[src/rtl/spi_rtl_pkg.sv]
// Shared types for the SPI master serial engine.
//   spi_mst_state_e : engine FSM states
//   spi_mode_e      : SPI mode encoded as {cpol, cpha}
//   SPI_DATA_WIDTH_MIN/MAX : legal word-size bounds
package spi_rtl_pkg;

  typedef enum logic [1:0] {
    IDLE,
    LEAD,
    SHIFT
  } spi_mst_state_e;

  typedef enum logic [1:0] {
    MODE0,
    MODE1,
    MODE2,
    MODE3
  } spi_mode_e;

  localparam int SPI_DATA_WIDTH_MIN = 4;
  localparam int SPI_DATA_WIDTH_MAX = 32;

  function automatic spi_mode_e mode_of(input logic cpol, input logic cpha);
    return spi_mode_e'({cpol, cpha});
  endfunction

endpackage

[src/rtl/spi_master_shifter_if.sv]
// Word/handshake bus plus SPI pins of the serial engine.
//   slave  : engine side (accepts words, drives cs/sclk/mosi0, returns rx words)
//   master : host/bench side (offers words and config, drives miso0)
interface spi_master_shifter_if #(
  parameter int DATA_WIDTH = 8
);
  logic                  tx_valid;
  logic                  tx_ready;
  logic [DATA_WIDTH-1:0] tx_data;
  logic                  cpol;
  logic                  cpha;
  logic                  msb_first;
  logic                  rx_valid;
  logic [DATA_WIDTH-1:0] rx_data;
  logic                  busy;
  logic                  cs;
  logic                  sclk;
  logic                  mosi0;
  logic                  miso0;

  modport slave (
    input  tx_valid, tx_data, cpol, cpha, msb_first, miso0,
    output tx_ready, rx_valid, rx_data, busy, cs, sclk, mosi0
  );

  modport master (
    output tx_valid, tx_data, cpol, cpha, msb_first, miso0,
    input  tx_ready, rx_valid, rx_data, busy, cs, sclk, mosi0
  );
endinterface

[src/rtl/spi_sclk_gen.sv]
// SPI clock generator: divider, half-period counter and edge strobes.
//   pclk, areset : clock, synchronous active-high reset
//   cpol         : latched clock polarity (idle level of sclk)
//   in_lead      : FSM is in LEAD
//   in_shift     : FSM is in SHIFT
//   sclk         : serial clock
//   lead_edge    : this pclk edge toggles sclk away from cpol
//   trail_edge   : this pclk edge toggles sclk back to cpol
//   last_trail   : trail_edge that is the final sclk edge of the word
//   done         : last half-period elapses on this pclk edge
module spi_sclk_gen #(
  parameter int DATA_WIDTH = 8,
  parameter int CLK_DIV    = 2
) (
  input  logic pclk,
  input  logic areset,
  input  logic cpol,
  input  logic in_lead,
  input  logic in_shift,
  output logic sclk,
  output logic lead_edge,
  output logic trail_edge,
  output logic last_trail,
  output logic done
);
  localparam int DIV_W  = (CLK_DIV > 1) ? $clog2(CLK_DIV) : 1;
  localparam int EDGES  = 2 * DATA_WIDTH;
  localparam int EDGE_W = $clog2(EDGES);

  logic [DIV_W-1:0]  div_cnt;
  logic [EDGE_W-1:0] edge_cnt;   // index of the SHIFT half-period in progress
  logic              phase;      // sclk is away from cpol
  logic              tick;

  assign tick = (in_lead || in_shift) && (div_cnt == DIV_W'(CLK_DIV - 1));

  // The LEAD wrap starts half-period 0 with the first (leading) edge; a SHIFT
  // wrap starts the next half-period, except after the final one.
  assign lead_edge  = tick && (in_lead ||
                      (in_shift && edge_cnt[0] && edge_cnt != EDGE_W'(EDGES - 1)));
  assign trail_edge = tick && in_shift && !edge_cnt[0];
  assign last_trail = trail_edge && (edge_cnt == EDGE_W'(EDGES - 2));
  assign done       = tick && in_shift && (edge_cnt == EDGE_W'(EDGES - 1));

  // Expressing sclk relative to the latched cpol makes a polarity change
  // appear at T+1 without counting as an edge.
  assign sclk = cpol ^ phase;

  always_ff @(posedge pclk) begin
    if (areset) begin
      div_cnt  <= '0;
      edge_cnt <= '0;
      phase    <= 1'b0;
    end else begin
      if (in_lead || in_shift) div_cnt <= tick ? '0 : div_cnt + 1'b1;
      else                     div_cnt <= '0;

      if (!in_shift) edge_cnt <= '0;
      else if (tick) edge_cnt <= done ? '0 : edge_cnt + 1'b1;

      if (lead_edge || trail_edge) phase <= ~phase;
    end
  end
endmodule

[src/rtl/spi_master_shifter.sv]
// SPI master serial engine: one parallel word per transfer via valid/ready,
// serialized on mosi0 and deserialized from miso0 in the latched mode.
//   pclk, areset : clock, synchronous active-high reset
//   bus          : word handshake, config, rx return and SPI pins
//
// state | meaning
// IDLE  | cs high, tx_ready high, waiting for tx_valid
// LEAD  | cs low, sclk at cpol, one CLK_DIV setup before the first edge
// SHIFT | 2*DATA_WIDTH half-periods of sclk, shifting both directions
module spi_master_shifter
  import spi_rtl_pkg::*;
#(
  parameter int DATA_WIDTH = 8,
  parameter int CLK_DIV    = 2
) (
  input logic                pclk,
  input logic                areset,
  spi_master_shifter_if.slave bus
);
  spi_mst_state_e state_q, state_d;
  spi_mode_e      mode_q;
  logic           msb_q;
  logic [DATA_WIDTH-1:0] tx_sr, rx_sr, rx_data_q;
  logic           mosi_q, rx_valid_q;
  logic           accept, advance, sample;
  logic           sclk_int, lead_edge, trail_edge, last_trail, done;

  function automatic logic head_bit(input logic [DATA_WIDTH-1:0] w, input logic msb);
    return msb ? w[DATA_WIDTH-1] : w[0];
  endfunction

  function automatic logic [DATA_WIDTH-1:0] shift_word(input logic [DATA_WIDTH-1:0] w,
                                                       input logic msb);
    return msb ? {w[DATA_WIDTH-2:0], 1'b0} : {1'b0, w[DATA_WIDTH-1:1]};
  endfunction

  spi_sclk_gen #(
    .DATA_WIDTH(DATA_WIDTH),
    .CLK_DIV   (CLK_DIV)
  ) u_sclk_gen (
    .pclk      (pclk),
    .areset    (areset),
    .cpol      (mode_q[1]),
    .in_lead   (state_q == LEAD),
    .in_shift  (state_q == SHIFT),
    .sclk      (sclk_int),
    .lead_edge (lead_edge),
    .trail_edge(trail_edge),
    .last_trail(last_trail),
    .done      (done)
  );

  assign accept = bus.tx_valid && (state_q == IDLE);

  // cpha=0 presents bit 0 at accept and advances on trailing edges; the last
  // trailing edge has nothing left to present. cpha=1 presents on leading edges.
  assign advance = mode_q[0] ? lead_edge  : (trail_edge && !last_trail);
  assign sample  = mode_q[0] ? trail_edge : lead_edge;

  always_ff @(posedge pclk) begin
    if (areset) state_q <= IDLE;
    else        state_q <= state_d;
  end

  always_comb begin
    state_d = state_q;
    case (state_q)
      IDLE:    if (accept)    state_d = LEAD;
      LEAD:    if (lead_edge) state_d = SHIFT;
      SHIFT:   if (done)      state_d = IDLE;
      default:                state_d = IDLE;
    endcase
  end

  always_ff @(posedge pclk) begin
    if (areset) begin
      mode_q     <= MODE0;
      msb_q      <= 1'b0;
      tx_sr      <= '0;
      rx_sr      <= '0;
      mosi_q     <= 1'b0;
      rx_data_q  <= '0;
      rx_valid_q <= 1'b0;
    end else begin
      rx_valid_q <= done;
      if (accept) begin
        mode_q <= mode_of(bus.cpol, bus.cpha);
        msb_q  <= bus.msb_first;
        if (!bus.cpha) begin
          mosi_q <= head_bit(bus.tx_data, bus.msb_first);
          tx_sr  <= shift_word(bus.tx_data, bus.msb_first);
        end else begin
          tx_sr  <= bus.tx_data;
        end
      end else if (advance) begin
        mosi_q <= head_bit(tx_sr, msb_q);
        tx_sr  <= shift_word(tx_sr, msb_q);
      end
      if (sample)
        rx_sr <= msb_q ? {rx_sr[DATA_WIDTH-2:0], bus.miso0}
                       : {bus.miso0, rx_sr[DATA_WIDTH-1:1]};
      if (done) rx_data_q <= rx_sr;
    end
  end

  assign bus.tx_ready = (state_q == IDLE);
  assign bus.busy     = (state_q != IDLE);
  assign bus.cs       = (state_q == IDLE);
  assign bus.sclk     = sclk_int;
  assign bus.mosi0    = mosi_q;
  assign bus.rx_valid = rx_valid_q;
  assign bus.rx_data  = rx_data_q;
endmodule

[src/flat_wrapper.sv]
// flat-port wrapper written by rule: the top's interface ports become plain ports
module spi_master_shifter_flat import spi_rtl_pkg::*;
#(
  parameter int DATA_WIDTH = 8,
  parameter int CLK_DIV    = 2
)
  (pclk, areset, bus_tx_valid, bus_tx_data, bus_cpol, bus_cpha, bus_msb_first, bus_miso0, bus_tx_ready, bus_rx_valid, bus_rx_data, bus_busy, bus_cs, bus_sclk, bus_mosi0);
  spi_master_shifter_if #(.DATA_WIDTH(DATA_WIDTH)) bus_i ();
  input logic pclk;
  input logic areset;
  input wire logic [$bits(bus_i.tx_valid)-1:0] bus_tx_valid;
  input wire logic [$bits(bus_i.tx_data)-1:0] bus_tx_data;
  input wire logic [$bits(bus_i.cpol)-1:0] bus_cpol;
  input wire logic [$bits(bus_i.cpha)-1:0] bus_cpha;
  input wire logic [$bits(bus_i.msb_first)-1:0] bus_msb_first;
  input wire logic [$bits(bus_i.miso0)-1:0] bus_miso0;
  output wire logic [$bits(bus_i.tx_ready)-1:0] bus_tx_ready;
  output wire logic [$bits(bus_i.rx_valid)-1:0] bus_rx_valid;
  output wire logic [$bits(bus_i.rx_data)-1:0] bus_rx_data;
  output wire logic [$bits(bus_i.busy)-1:0] bus_busy;
  output wire logic [$bits(bus_i.cs)-1:0] bus_cs;
  output wire logic [$bits(bus_i.sclk)-1:0] bus_sclk;
  output wire logic [$bits(bus_i.mosi0)-1:0] bus_mosi0;
  assign bus_i.tx_valid = bus_tx_valid;
  assign bus_i.tx_data = bus_tx_data;
  assign bus_i.cpol = bus_cpol;
  assign bus_i.cpha = bus_cpha;
  assign bus_i.msb_first = bus_msb_first;
  assign bus_i.miso0 = bus_miso0;
  assign bus_tx_ready = bus_i.tx_ready;
  assign bus_rx_valid = bus_i.rx_valid;
  assign bus_rx_data = bus_i.rx_data;
  assign bus_busy = bus_i.busy;
  assign bus_cs = bus_i.cs;
  assign bus_sclk = bus_i.sclk;
  assign bus_mosi0 = bus_i.mosi0;
  spi_master_shifter #(.DATA_WIDTH(DATA_WIDTH), .CLK_DIV(CLK_DIV)) u_core (.pclk(pclk), .areset(areset), .bus(bus_i));
endmodule
[config.mk]
export PLATFORM = sky130hd
export DESIGN_NAME = spi_master_shifter_flat
export DESIGN_NICKNAME = d
export VERILOG_FILES = /design/src/rtl/spi_rtl_pkg.sv /design/src/rtl/spi_master_shifter_if.sv /design/src/rtl/spi_sclk_gen.sv /design/src/rtl/spi_master_shifter.sv /design/src/flat_wrapper.sv
export SDC_FILE = /design/constraint.sdc
export NUM_CORES = 1
export LEC_CHECK = 0
export CAP_MARGIN = 20
export CORE_UTILIZATION = 45
export DETAILED_ROUTE_END_ITERATION = 6
export PLACE_DENSITY_LB_ADDON = 0.12
export SYNTH_ARGS = -nofsm -noshare
export SYNTH_HDL_FRONTEND = slang
export SYNTH_HIERARCHICAL = 1
export SYNTH_SLANG_ARGS = --single-unit
[constraint.sdc]
create_clock -name pclk -period 3.02 [get_ports pclk]
set_clock_uncertainty 0.2 [all_clocks]
set_input_delay 0.453 -clock pclk [delete_from_list [all_inputs] [get_ports pclk]]
set_output_delay 0.453 -clock pclk [all_outputs]
set_load 0.01 [all_outputs]
==> results.yml <==
grt:
  grt-ovfl-total: 0
  antenna_found_initial: 0
  grt_pass1_wl_um: 6980
  grt_pass1_vias: 1519
  grt_use_total_pct: 20.5
  grt_start_max_net_pins: 26
floorplan:
  start_util_pct: 47.4
  die_w_um: 67.4
  num_rows: 23
  num_io_pins: 29
  die_y_um: 67.4
  core_area_sq_um: 4060
  dieArea_sq_um: 4540
drt:
  antenna_left: 0
  drt_wl_total_um: 4150
  vias: 1544
  drc: 0
  wl_per_cell_um: 15.1
  drt_pass1_iterations: 5
  avgViaCountPerCell: 5.61
  first_iter_violations: 128
worst_setup_path:
  slowest_delay_ns: 0.52
  critical_path_peak_fanout: 9
  r2r_end: "u_core/tx_sr[7]"
  regToRegStartpoint: "u_core/state_q[0]"
  slowest_stage: "nor3b_2"
  startpoint: "u_core/state_q[0]"
  crit_required_ns: 3.02
  reg2reg_depth: 7
  cp.arrival_ns: 2.37
  crit_type: "reg -> reg"
  setup.worst_path.end_class: "flip-flop"
  critPathTopFamily: "simple AND/OR/NAND/NOR gates"
  cp-start-kind: "flip-flop"
  rrSetupSlack_ns: 0.65
  cp.buffers_inverters: 0
  path_cells: "and2b_1, nand2_1, nor2_1, and4_1, nor3b_2, o211ai_1, a311oi_1"
logic_synthesis:
  muxShareOfSynthArea_pct: 19.0
  yosysTopAreaCell: "dfxtp_1"
  netlist_area_sq_um: 1920
  yosysMostFrequentCell: "dfxtp_1"
  synth_xor_area_share_pct: 0.911
  synthAdderAreaFrac_pct: 1.30
  synth_top_area_share_pct: 38.5
  synth_flop_cell: "dfxtp_1"
  yosys.area_share.simple_pct: 19.4
  synthArstFlopShare_pct: 0
  synthesis.nets: 218
  yosysSeqAreaShare_pct: 38.5
  synth_cell_type_count: 40
  postSynthAreaPerCell_sq_um: 9.56
  yosysWarnings: 6
  ys_seq_elements: 37
  synth_top_cells_by_area: "dfxtp_1 (39%), mux2i_1 (14%), nor2_1 (5.7%)"
  synth_top_family_by_area: "simple AND/OR/NAND/NOR gates"
  synth-compound-area-share_pct: 15.8
  synth_common_cells: "dfxtp_1 (37), nor2_1 (29), mux2i_1 (26), nor2b_1 (12)"
  synth-edff-count: 0
  synthCells: 201
power_and_ir_drop:
  vdd.ir_drop.worst_mv: 0.283
  leakagePower_nw: 0.810
  power.density_nw_per_um2: 438
clock_tree:
  clkTransAtPathRegs_ns: 0.08
  hold_buffers: 0
  post_cts_resized: 0
  tritoncts: "yes"
  cts-buffers-inserted: 5
  clock_sinks: 37
  cts_root_buf: "clkbuf_8"
  clkLatencyLatePin_ns: 0.29
  htreeDepth: 2
  cts_setup_buffers: 0
  clock_path_buffers: 2
sta:
  period_share_pct: 78.5
  grt_setup_unrepaired: "no"
  hold_violations: 0
  fmax_mhz: 422
  slew_violations: 0
  setup_viol: 0
  min_period_ns: 2.37
  fin_tns_setup_ns: 0
  postLayoutSetupSlackWorst_ns: 0.650
  worst_pin_slew_ns: 1.01
  relSlewSlack_pct: 32.9
finish:
  final_layout_size_suffix_gt1_share_pct: 10.7
  areaGrowthSynthToFinish_pct: 19.0
  antenna_cells: 0
  final_net_count: 241
  num-fill-cells: 361
flow_run:
  cap_violations: 0
hold_path:
  hold_depth: 2
  min_from: "u_core/bus.rx_data[3]"
  hold_path.class: "reg -> reg"
  hold_end: "u_core/bus.rx_data[3]"
place:
  place.gp.congestion: 0.839
  pre_cts_slack_ns: 0.693
  port_buffers: 28
  hpwlAfterDp_um: 3010
status:
  outcome: "complete, no violations"
==> stage by stage <==
| step | instance area (sq um) | utilization, % | instances | hold WS (ns) | power (W) |
|---|---|---|---|---|---|
| 6_report | 2290 | 56.4 | 275 | 0.297 | 0.00100 |
| 5_1_grt | 2290 | 56.4 | 275 | 0.335 | 0.00105 |
| 4_1_cts | 2290 | 56.4 | 275 | 0.309 | 0.00101 |
| 3_5_place_dp | 2200 | 54.2 | 267 | 0.288 | 0.000673 |
| 3_3_place_gp | 2200 | 54.2 | 267 | 0.280 | 0.000671 |
| 2_1_floorplan | 1920 | - | 201 | 0.284 | 0.000626 |
==> cell usage in the layout (no fill, tap or decap), types with 5 or more instances in the layout <==
| cell type | netlist | final |
|---|---|---|
| a211oi_1 | 9 | 9 |
| a221oi_1 | 9 | 9 |
| clkbuf_8 | 0 | 5 |
| clkdlybuf4s50_1 | 0 | 28 |
| dfxtp_1 | 37 | 37 |
| mux2_2 | 8 | 8 |
| mux2i_1 | 26 | 26 |
| nor2_1 | 29 | 29 |
| nor2b_1 | 12 | 12 |
| nor3_1 | 8 | 8 |
| o32ai_1 | 7 | 7 |
==> layer usage <==
metal / vias up / track usage [%] / routed length [um]
li1: 783 / - / -
met2: 28 / 35.1 / 2090
met1: 727 / 25.0 / 1890
met5: - / 0 / 0
met3: 6 / 4.56 / 127
met4: 0 / 7.18 / 34
==> report_power, final <==
part / switching [W] / internal (W) / total, W
registers: 0.0000239 / 0.000506 / 0.000530
clock network: 0.000181 / 0.000159 / 0.000340
logic: 0.0000584 / 0.0000736 / 0.000132
total: 0.000263 / 0.000739 / 0.00100
==> cell families after synthesis <==
family / after synthesis
buffers and inverters: 18
adders and majority gates: 2
AOI/OAI and AO/OA: 36
muxes: 35
xor gates and xnor gates: 2
and+or+nand+nor: 71
DFF: 37
==> flip-flops by register name, summed over array words and instances, names as in the netlist <==
| name | count |
|---|---|
| u_core/bus.rx_data | 8 |
| u_core/rx_sr | 8 |
| u_core/tx_sr | 8 |
| u_core/u_sclk_gen/edge_cnt | 4 |
| u_core/mode_q | 2 |
| u_core/state_q | 2 |
| u_core/bus.mosi0 | 1 |
| u_core/bus.rx_valid | 1 |
| u_core/msb_q | 1 |
| u_core/u_sclk_gen/div_cnt | 1 |
| u_core/u_sclk_gen/phase | 1 |
==> cell type report <==
class | count | area, sq um | area share (%)
clock buffers | 5 | 68.8 | 3.01
clock inverters | 3 | 17.5 | 0.766
inverters | 3 | 11.3 | 0.492
multi-input cells | 146 | 1080 | 47.4
flip-flops and latches | 37 | 741 | 32.4
well taps | 50 | 62.6 | 2.74
repair buffers | 31 | 303 | 13.2
==> worst min-delay path: stages (launching register included) <==
cell and delay, ns:
dfxtp_1 0.33, mux2i_1 0.06, nor2_1 0.07
==> worst max path at each step <==
stage | endpoint | slack, ns | cells past startpoint
floorplan | u_core/tx_sr[4] | 0.95 | 8
global placement | u_core/tx_sr[3] | 0.68 | 4
detailed placement | u_core/tx_sr[5] | 0.69 | 4
CTS | u_core/tx_sr[7] | 0.68 | 7
global route | u_core/tx_sr[7] | 0.53 | 7
finish | u_core/tx_sr[7] | 0.65 | 7
Note: power is estimated with default switching activity, not from simulation.
